File: src/rtl/ex_muldiv.sv
// ex_muldiv: EX-stage ALU with an iterative radix-2 multiply/divide
// unit and the architectural HI/LO registers.
module ex_muldiv #(
   parameter int DATA_WIDTH  = 32,
   parameter int SHAMT_WIDTH = $clog2(DATA_WIDTH)
) (
   input  logic                   clk,
   input  logic                   rst,
   input  logic                   flush,
   input  logic                   inst_valid,
   input  logic [5:0]             funct,
   input  logic [SHAMT_WIDTH-1:0] shamt,
   input  logic [DATA_WIDTH-1:0]  operand_1,
   input  logic [DATA_WIDTH-1:0]  operand_2,
   input  logic                   reg_write_en_in,
   input  logic [4:0]             reg_write_addr_in,
   output logic [DATA_WIDTH-1:0]  result,
   output logic                   reg_write_en_out,
   output logic [4:0]             reg_write_addr_out,
   output logic                   stall_req,
   output logic                   busy,
   output logic [DATA_WIDTH-1:0]  hi_out,
   output logic [DATA_WIDTH-1:0]  lo_out
);
   localparam int W  = DATA_WIDTH;
   localparam int CW = $clog2(DATA_WIDTH) + 1;
   localparam logic [CW-1:0] LAST = CW'(DATA_WIDTH - 1);

   localparam logic [5:0] F_SLL   = 6'h00;
   localparam logic [5:0] F_SRL   = 6'h02;
   localparam logic [5:0] F_SRA   = 6'h03;
   localparam logic [5:0] F_SLLV  = 6'h04;
   localparam logic [5:0] F_SRLV  = 6'h06;
   localparam logic [5:0] F_SRAV  = 6'h07;
   localparam logic [5:0] F_JALR  = 6'h09;
   localparam logic [5:0] F_MFHI  = 6'h10;
   localparam logic [5:0] F_MTHI  = 6'h11;
   localparam logic [5:0] F_MFLO  = 6'h12;
   localparam logic [5:0] F_MTLO  = 6'h13;
   localparam logic [5:0] F_MULT  = 6'h18;
   localparam logic [5:0] F_MULTU = 6'h19;
   localparam logic [5:0] F_DIV   = 6'h1A;
   localparam logic [5:0] F_DIVU  = 6'h1B;
   localparam logic [5:0] F_ADDU  = 6'h21;
   localparam logic [5:0] F_SUBU  = 6'h23;
   localparam logic [5:0] F_AND   = 6'h24;
   localparam logic [5:0] F_OR    = 6'h25;
   localparam logic [5:0] F_XOR   = 6'h26;
   localparam logic [5:0] F_NOR   = 6'h27;
   localparam logic [5:0] F_SLT   = 6'h2A;
   localparam logic [5:0] F_SLTU  = 6'h2B;

   typedef enum logic [1:0] {
      S_IDLE,
      S_MUL,
      S_DIV,
      S_DONE
   } state_t;

   state_t state_q, state_d;

   logic [CW-1:0]  cnt_q;
   logic [W-1:0]   dvsr_q;
   logic [W-1:0]   op1_q;
   logic [W-1:0]   hi_q, lo_q;
   logic [2*W:0]   acc_q, acc_step;
   logic           div_q, neg_q, neg_rem_q, dz_q;

   logic           is_mul, is_div, is_mt, is_signed, start;
   logic           sgn_1, sgn_2;
   logic [W-1:0]   mag_1, mag_2;
   logic [W:0]     mul_sum, div_trial;
   logic [2*W:0]   div_shift;
   logic [2*W-1:0] prod, prod_fix;
   logic [W-1:0]   quo, rem, hi_res, lo_res;
   logic [SHAMT_WIDTH-1:0] shv;

   assign is_mul    = (funct == F_MULT) || (funct == F_MULTU);
   assign is_div    = (funct == F_DIV) || (funct == F_DIVU);
   assign is_mt     = (funct == F_MTHI) || (funct == F_MTLO);
   assign is_signed = (funct == F_MULT) || (funct == F_DIV);
   assign start     = inst_valid & ~flush & (is_mul | is_div);

   assign sgn_1 = is_signed & operand_1[W-1];
   assign sgn_2 = is_signed & operand_2[W-1];
   assign mag_1 = sgn_1 ? -operand_1 : operand_1;
   assign mag_2 = sgn_2 ? -operand_2 : operand_2;
   assign shv   = operand_1[SHAMT_WIDTH-1:0];

   assign busy      = (state_q != S_IDLE);
   assign stall_req = ((state_q == S_IDLE) & start) |
                      (state_q == S_MUL) | (state_q == S_DIV);

   assign reg_write_en_out   = reg_write_en_in & ~flush &
                               ~(is_mul | is_div | is_mt);
   assign reg_write_addr_out = reg_write_addr_in;
   assign hi_out = hi_q;
   assign lo_out = lo_q;

   // next state; flush always returns the unit to IDLE
   always_comb begin
      state_d = state_q;
      unique case (state_q)
         S_IDLE:  if (start) state_d = is_mul ? S_MUL : S_DIV;
         S_MUL,
         S_DIV:   if (cnt_q == LAST) state_d = S_DONE;
         S_DONE:  state_d = S_IDLE;
         default: state_d = S_IDLE;
      endcase
      if (flush) state_d = S_IDLE;
   end

   // state register
   always_ff @(posedge clk) begin
      if (rst) state_q <= S_IDLE;
      else     state_q <= state_d;
   end

   // one shift-add or restoring-subtract step, plus sign fix-up
   always_comb begin
      mul_sum   = acc_q[2*W:W] + {1'b0, (acc_q[0] ? dvsr_q : '0)};
      div_shift = {acc_q[2*W-1:0], 1'b0};
      div_trial = div_shift[2*W:W] - {1'b0, dvsr_q};
      acc_step  = acc_q;
      if (state_q == S_MUL)
         acc_step = {1'b0, mul_sum, acc_q[W-1:1]};
      else if (state_q == S_DIV)
         acc_step = div_trial[W] ? div_shift :
                    {div_trial, div_shift[W-1:1], 1'b1};
      prod     = acc_q[2*W-1:0];
      prod_fix = neg_q ? -prod : prod;
      quo      = acc_q[W-1:0];
      rem      = acc_q[2*W-1:W];
      hi_res   = prod_fix[2*W-1:W];
      lo_res   = prod_fix[W-1:0];
      if (div_q) begin
         if (dz_q) begin
            hi_res = op1_q;
            lo_res = '1;
         end else begin
            hi_res = neg_rem_q ? -rem : rem;
            lo_res = neg_q ? -quo : quo;
         end
      end
   end

   // operand capture on start, one iteration per cycle afterwards
   always_ff @(posedge clk) begin
      if (rst) begin
         cnt_q     <= '0;
         acc_q     <= '0;
         dvsr_q    <= '0;
         op1_q     <= '0;
         div_q     <= 1'b0;
         neg_q     <= 1'b0;
         neg_rem_q <= 1'b0;
         dz_q      <= 1'b0;
      end else if (state_q == S_IDLE) begin
         if (start) begin
            cnt_q     <= '0;
            acc_q     <= {{(W+1){1'b0}}, mag_1};
            dvsr_q    <= mag_2;
            op1_q     <= operand_1;
            div_q     <= is_div;
            neg_q     <= sgn_1 ^ sgn_2;
            neg_rem_q <= sgn_1;
            dz_q      <= is_div & (operand_2 == '0);
         end
      end else if (state_q == S_MUL || state_q == S_DIV) begin
         acc_q <= acc_step;
         cnt_q <= cnt_q + 1'b1;
      end
   end

   // HI/LO: result write at the close of DONE, MTHI/MTLO when not stalled;
   // the move is younger in program order so it wins on a collision
   always_ff @(posedge clk) begin
      if (rst) begin
         hi_q <= '0;
         lo_q <= '0;
      end else if (!flush) begin
         if (state_q == S_DONE) begin
            hi_q <= hi_res;
            lo_q <= lo_res;
         end
         if (inst_valid && !stall_req) begin
            if (funct == F_MTHI) hi_q <= operand_1;
            if (funct == F_MTLO) lo_q <= operand_1;
         end
      end
   end

   // combinational ALU and HI/LO read
   always_comb begin
      result = '0;
      case (funct)
         F_ADDU: result = operand_1 + operand_2;
         F_SUBU: result = operand_1 - operand_2;
         F_AND:  result = operand_1 & operand_2;
         F_OR:   result = operand_1 | operand_2;
         F_XOR:  result = operand_1 ^ operand_2;
         F_NOR:  result = ~(operand_1 | operand_2);
         F_SLT:  result = {{(W-1){1'b0}},
                           $signed(operand_1) < $signed(operand_2)};
         F_SLTU: result = {{(W-1){1'b0}}, operand_1 < operand_2};
         F_SLL:  result = operand_2 << shamt;
         F_SLLV: result = operand_2 << shv;
         F_SRL:  result = operand_2 >> shamt;
         F_SRLV: result = operand_2 >> shv;
         F_SRA:  result = $signed(operand_2) >>> shamt;
         F_SRAV: result = $signed(operand_2) >>> shv;
         F_JALR: result = operand_1 | operand_2;
         F_MFHI: result = hi_q;
         F_MFLO: result = lo_q;
         default: result = '0;
      endcase
   end

endmodule

File: config.mk
export PLATFORM = sky130hd
export DESIGN_NAME = ex_muldiv
export DESIGN_NICKNAME = d
export VERILOG_FILES = /design/src/rtl/ex_muldiv.sv
export SDC_FILE = /design/constraint.sdc
export NUM_CORES = 2
export LEC_CHECK = 0
export ABC_AREA = 1
export BUFFER_PORTS_ARGS = -buffer_cell sky130_fd_sc_hd__buf_2
export CAP_MARGIN = 20
export CORE_UTILIZATION = 69
export DETAILED_ROUTE_END_ITERATION = 7
export PLACE_DENSITY = 0.95
export SLEW_MARGIN = 20
export SYNTH_ARGS = -nofsm -noshare
export SYNTH_HDL_FRONTEND = slang
export SYNTH_SLANG_ARGS = --single-unit
export TNS_END_PERCENT = 20
File: constraint.sdc
create_clock -name clk -period 8.99 [get_ports clk]
set_clock_uncertainty 0.15 [all_clocks]
set_input_delay 0.899 -clock clk [delete_from_list [all_inputs] [get_ports clk]]
set_output_delay 0.899 -clock clk [all_outputs]
set_load 0.005 [all_outputs]
==> results.json, run 1 <==
{
  "synth_area_mm2": 0.0309,
  "ys.flop_type": "dfxtp_1",
  "ys_ff_latch": 205,
  "cts_buffers": 23,
  "yosysMostFrequentCell": "nand2_1",
  "grt_pass1_wl_mm": 249,
  "last-stage-reached": "global routing",
  "syn_inst": 5784,
  "cts_max_path_buffers": 3,
  "outcome": "aborted with a tool error",
  "post_cts_buffers": 0,
  "post-dp-hpwl_mm": 111,
  "yosysWarnings": 0,
  "synth.yosys.seq_area_share_pct": 13.3,
  "synth_cell_types": 60,
  "syn_nets": 6052,
  "track_usage_pct": 71.6,
  "yosysTopAreaCell": "nand2_1",
  "gp_congestion": 1.44,
  "grt_pass1_vias": 42500,
  "netlist.area_leader.share_pct": 20.8,
  "grt-ovfl-total": 4,
  "die_w_um": 214,
  "cts_max_level": 1,
  "cts.sinks": 205,
  "grt_max_degree": 105,
  "initial_core_util_pct": 69.8,
  "error": "[ERROR GRT-0116] Global routing finished with congestion. Check the congestion regions in the DRC Viewer.",
  "cts-root-buf": "clkbuf_16",
  "post_cts_resized": 0,
  "synth_edf_count": 0,
  "async_flop_share_pct": 0,
  "num_io_pins": 189,
  "synth_common_cells": "nand2_1 (1709), nand3_1 (715), inv_1 (566), nor2_1 (551), o21ai_0 (489)",
  "avgSynthCellArea_um2": 5.34,
  "rows": 77,
  "fp.dieH_um": 214,
  "portBuffers": 178,
  "synthTopCellsByArea": "nand2_1 (21%), dfxtp_1 (13%), nand3_1 (12%)",
  "cts_hold_buf": 0
}
-- through the flow --
stage	std cells	area [um2]	setup WS, ps	hold WS, ps	util, %
2_1_floorplan	5784	30900	4880	291	-
4_1_cts	6353	32400	3830	333	73.2
3_5_place_dp	6312	31600	3850	316	71.4
3_3_place_gp	6312	31600	3860	306	71.4
-- layer usage --
metal,GRT overflow,global-route usage [%]
met5,0,36.4
met2,1,82.6
met3,1,60.0
met4,1,65.5
met1,1,75.0
-- cell families after synthesis --
logic type | synth area share, %
and+or+nand+nor | 43.6
DFF | 13.3
buffers and inverters | 11.3
AOI/OAI and AO/OA | 22.5
xor gates and xnor gates | 1.67
adders and majority gates | 7.51
==> run 2: changes to the inputs <==
CORE_UTILIZATION = 40   (was 69)
PLACE_DENSITY = default   (was 0.95)
PLACE_DENSITY_LB_ADDON = 0.15   (was default)
==> run 2 against run 1 <==
Synthesized cell count did not move. The run now ends clean. Area after synthesis did not move.
==> results.json, run 2 <==
{
  "outcome": "completed",
  "p_total_mw": 3.66,
  "fp.dieH_um": 280,
  "seq_power_share_pct": 26.1,
  "async_flop_share_pct": 0,
  "drcViolationCount": 0,
  "track_usage_pct": 46.1,
  "synth_edf_count": 0,
  "dpl.cell_count": 6762,
  "holdCritPathClass": "flop to flop",
  "crit_fanout": 9,
  "start_kind": "input pin",
  "grt-ovfl-total": 0,
  "rsz0062_at_grt": "no",
  "tightest_slew_ps": 1210,
  "via_count": 41800,
  "post_cts_resized": 0,
  "criticalPathCategory": "input pin to output port",
  "use_met2_pct": 65.5,
  "rows": 101,
  "stdcell_count": 6811,
  "num_io_pins": 189,
  "post-dp-hpwl_mm": 147,
  "clk_pin_slew_ps": 70,
  "synth_cell_types": 60,
  "cts_max_path_buffers": 3,
  "end_kind": "output port",
  "combPwrFrac_pct": 44.4,
  "yosysMostFrequentCell": "nand2_1",
  "nNetsFinal": 6029,
  "wl_per_cell_um": 27.5,
  "p_int_mw": 1.93,
  "use_met3_pct": 9.67,
  "syn_nets": 6052,
  "drt_iter0_markers": 6453,
  "cts_tree": "built",
  "synthTopCellsByArea": "nand2_1 (21%), dfxtp_1 (13%), nand3_1 (12%)",
  "synth.yosys.seq_area_share_pct": 13.3,
  "portBuffers": 178,
  "timing.final.hold_violations": 0,
  "whs_path_depth": 2,
  "clock_latency_ps": 610,
  "synth_common_cells": "nand2_1 (1709), nand3_1 (715), inv_1 (566), nor2_1 (551), o21ai_0 (489)",
  "top_usage_layer": "met2",
  "yosysTopAreaCell": "nand2_1",
  "routed_wl_mm": 187,
  "synth_area_mm2": 0.0309,
  "antenna_found_initial": 4,
  "maxCapViolations": 0,
  "die_w_um": 280,
  "first_pass_iters": 7,
  "grt_pass1_vias": 37000,
  "yosysWarnings": 0,
  "drive_gt1_share_pct": 6.25,
  "areaGrowthSynthToFinish_pct": 7.12,
  "ys.flop_type": "dfxtp_1",
  "grt_max_degree": 85,
  "top_register": "acc_q",
  "finalMaxSlewViolations": 0,
  "arrival_ps": 4710,
  "initial_core_util_pct": 40.5,
  "clkPwrFrac_pct": 29.6,
  "power.switching_mw": 1.73,
  "reg2regPathDepth": 15,
  "netlist.area_leader.share_pct": 20.8,
  "cts_buffers": 27,
  "setup_slack_ps": 3230,
  "final_cell_mix": "nand2_1 (1707), nand3_1 (715), inv_1 (564)",
  "post_cts_buffers": 0,
  "finalSetupViolCount": 0,
  "p_sw_share_pct": 47.3,
  "die_area_mm2": 0.0783,
  "relSlewSlack_pct": 17.6,
  "fill_cells": 8730,
  "grt_use_met1_pct": 62.4,
  "cts_max_level": 1,
  "gp_congestion": 1.10,
  "cts_hold_buf": 0,
  "power_density_mw_per_mm2": 111,
  "postLayoutCoreUtil_pct": 43.4,
  "cts-root-buf": "clkbuf_16",
  "regArea_mm2": 0.00411,
  "core_area_mm2": 0.0762,
  "multiInputGateArea_mm2": 0.0233,
  "layout_commonest_cell": "nand2_1",
  "ys_ff_latch": 205,
  "avgSynthCellArea_um2": 5.34,
  "grt_pass1_wl_mm": 263,
  "vdd_drop_max_uv": 133,
  "fin_crit_sh_pct": 64.0,
  "clock.fmax_ghz": 0.174,
  "fin_crit_ps": 5760,
  "largest_reg_flops": 65,
  "drt-vias-per-instance": 6.13,
  "syn_inst": 5784,
  "cts.sinks": 205,
  "setup_tns_ps": 0,
  "power_leakage_nw": 16.6,
  "ant_nets": 0,
  "required_ps": 7940,
  "pre_cts_slack_ps": 3430
}
## run 2: logic make-up after synthesis
group | after synthesis | synth area share [%]
fa+ha+maj | 183 | 7.51
flops | 205 | 13.3
xor+xnor | 59 | 1.67
compound gates | 1260 | 22.5
buf+inv | 876 | 11.3
simple gates | 3201 | 43.6
## run 2: cell type report
| type | count | share of cell area, % |
|---|---|---|
| Multi-Input combinational cell | 4703 | 70.5 |
| Sequential cell | 205 | 12.4 |
| Inverter | 599 | 6.80 |
| Tap cell | 1030 | 3.90 |
| Timing Repair Buffer | 225 | 3.78 |
| Clock buffer | 37 | 2.31 |
| Clock inverter | 11 | 0.295 |
| Antenna cell | 1 | 0.00757 |
## run 2: per-layer routing
metal / vias to the layer above / share of wire, % / wire length (um)
li1: 19200 / - / -
met1: 19200 / 40 / 75700
met2: 2798 / 40 / 74700
met3: 536 / 12 / 22700
met4: 2 / 7.6 / 14300
met5: - / 0.0069 / 13
## run 2: power by group through the flow
stage | Sequential [mW] | Combinational [mW] | Clock, mW
after global routing | 0.955 | 1.73 | 1.12
final | 0.955 | 1.63 | 1.08
after CTS | 0.953 | 1.55 | 1.09
after floorplan | 0.957 | 0.992 | 0
after global placement | 0.973 | 1.55 | 0
after detailed placement | 0.973 | 1.54 | 0
## run 2: through the flow
stage                     hold WS [ps]  instance area [um2]
after floorplan                    291                30900
after global placement             322                32200
after detailed placement           331                32200
after CTS                          341                33100
after global routing               357                33100
final                              342                33100
## run 2: final timing paths
kind                                               from                 endpoint  slack (ps)
worst max-delay path                       operand_2[3]               result[10]        3230
worst min-delay path             acc_q[64]$_SDFFE_PP0P_   acc_q[64]$_SDFFE_PP0P_         340
worst max register to register  state_q[0]$_SDFFE_PP0P_  hi_out[24]$_SDFFE_PP0N_        3980
worst min register to register   acc_q[64]$_SDFFE_PP0P_   acc_q[64]$_SDFFE_PP0P_         340
## run 2: critical path: stages
cell      delay (ps)
buf_2            230
clkinv_1         540
ha_1             710
nand2_1          110
o21ai_0          570
nand2_1          100
nand2_1          180
a21oi_1          110
or2_2            280
nand3_1           80
nand2_1           60
nor2_1           370
o21ai_1          140
inv_1             70
nand3_1           80
buf_2            140
Power figures use the tool's default switching activity.
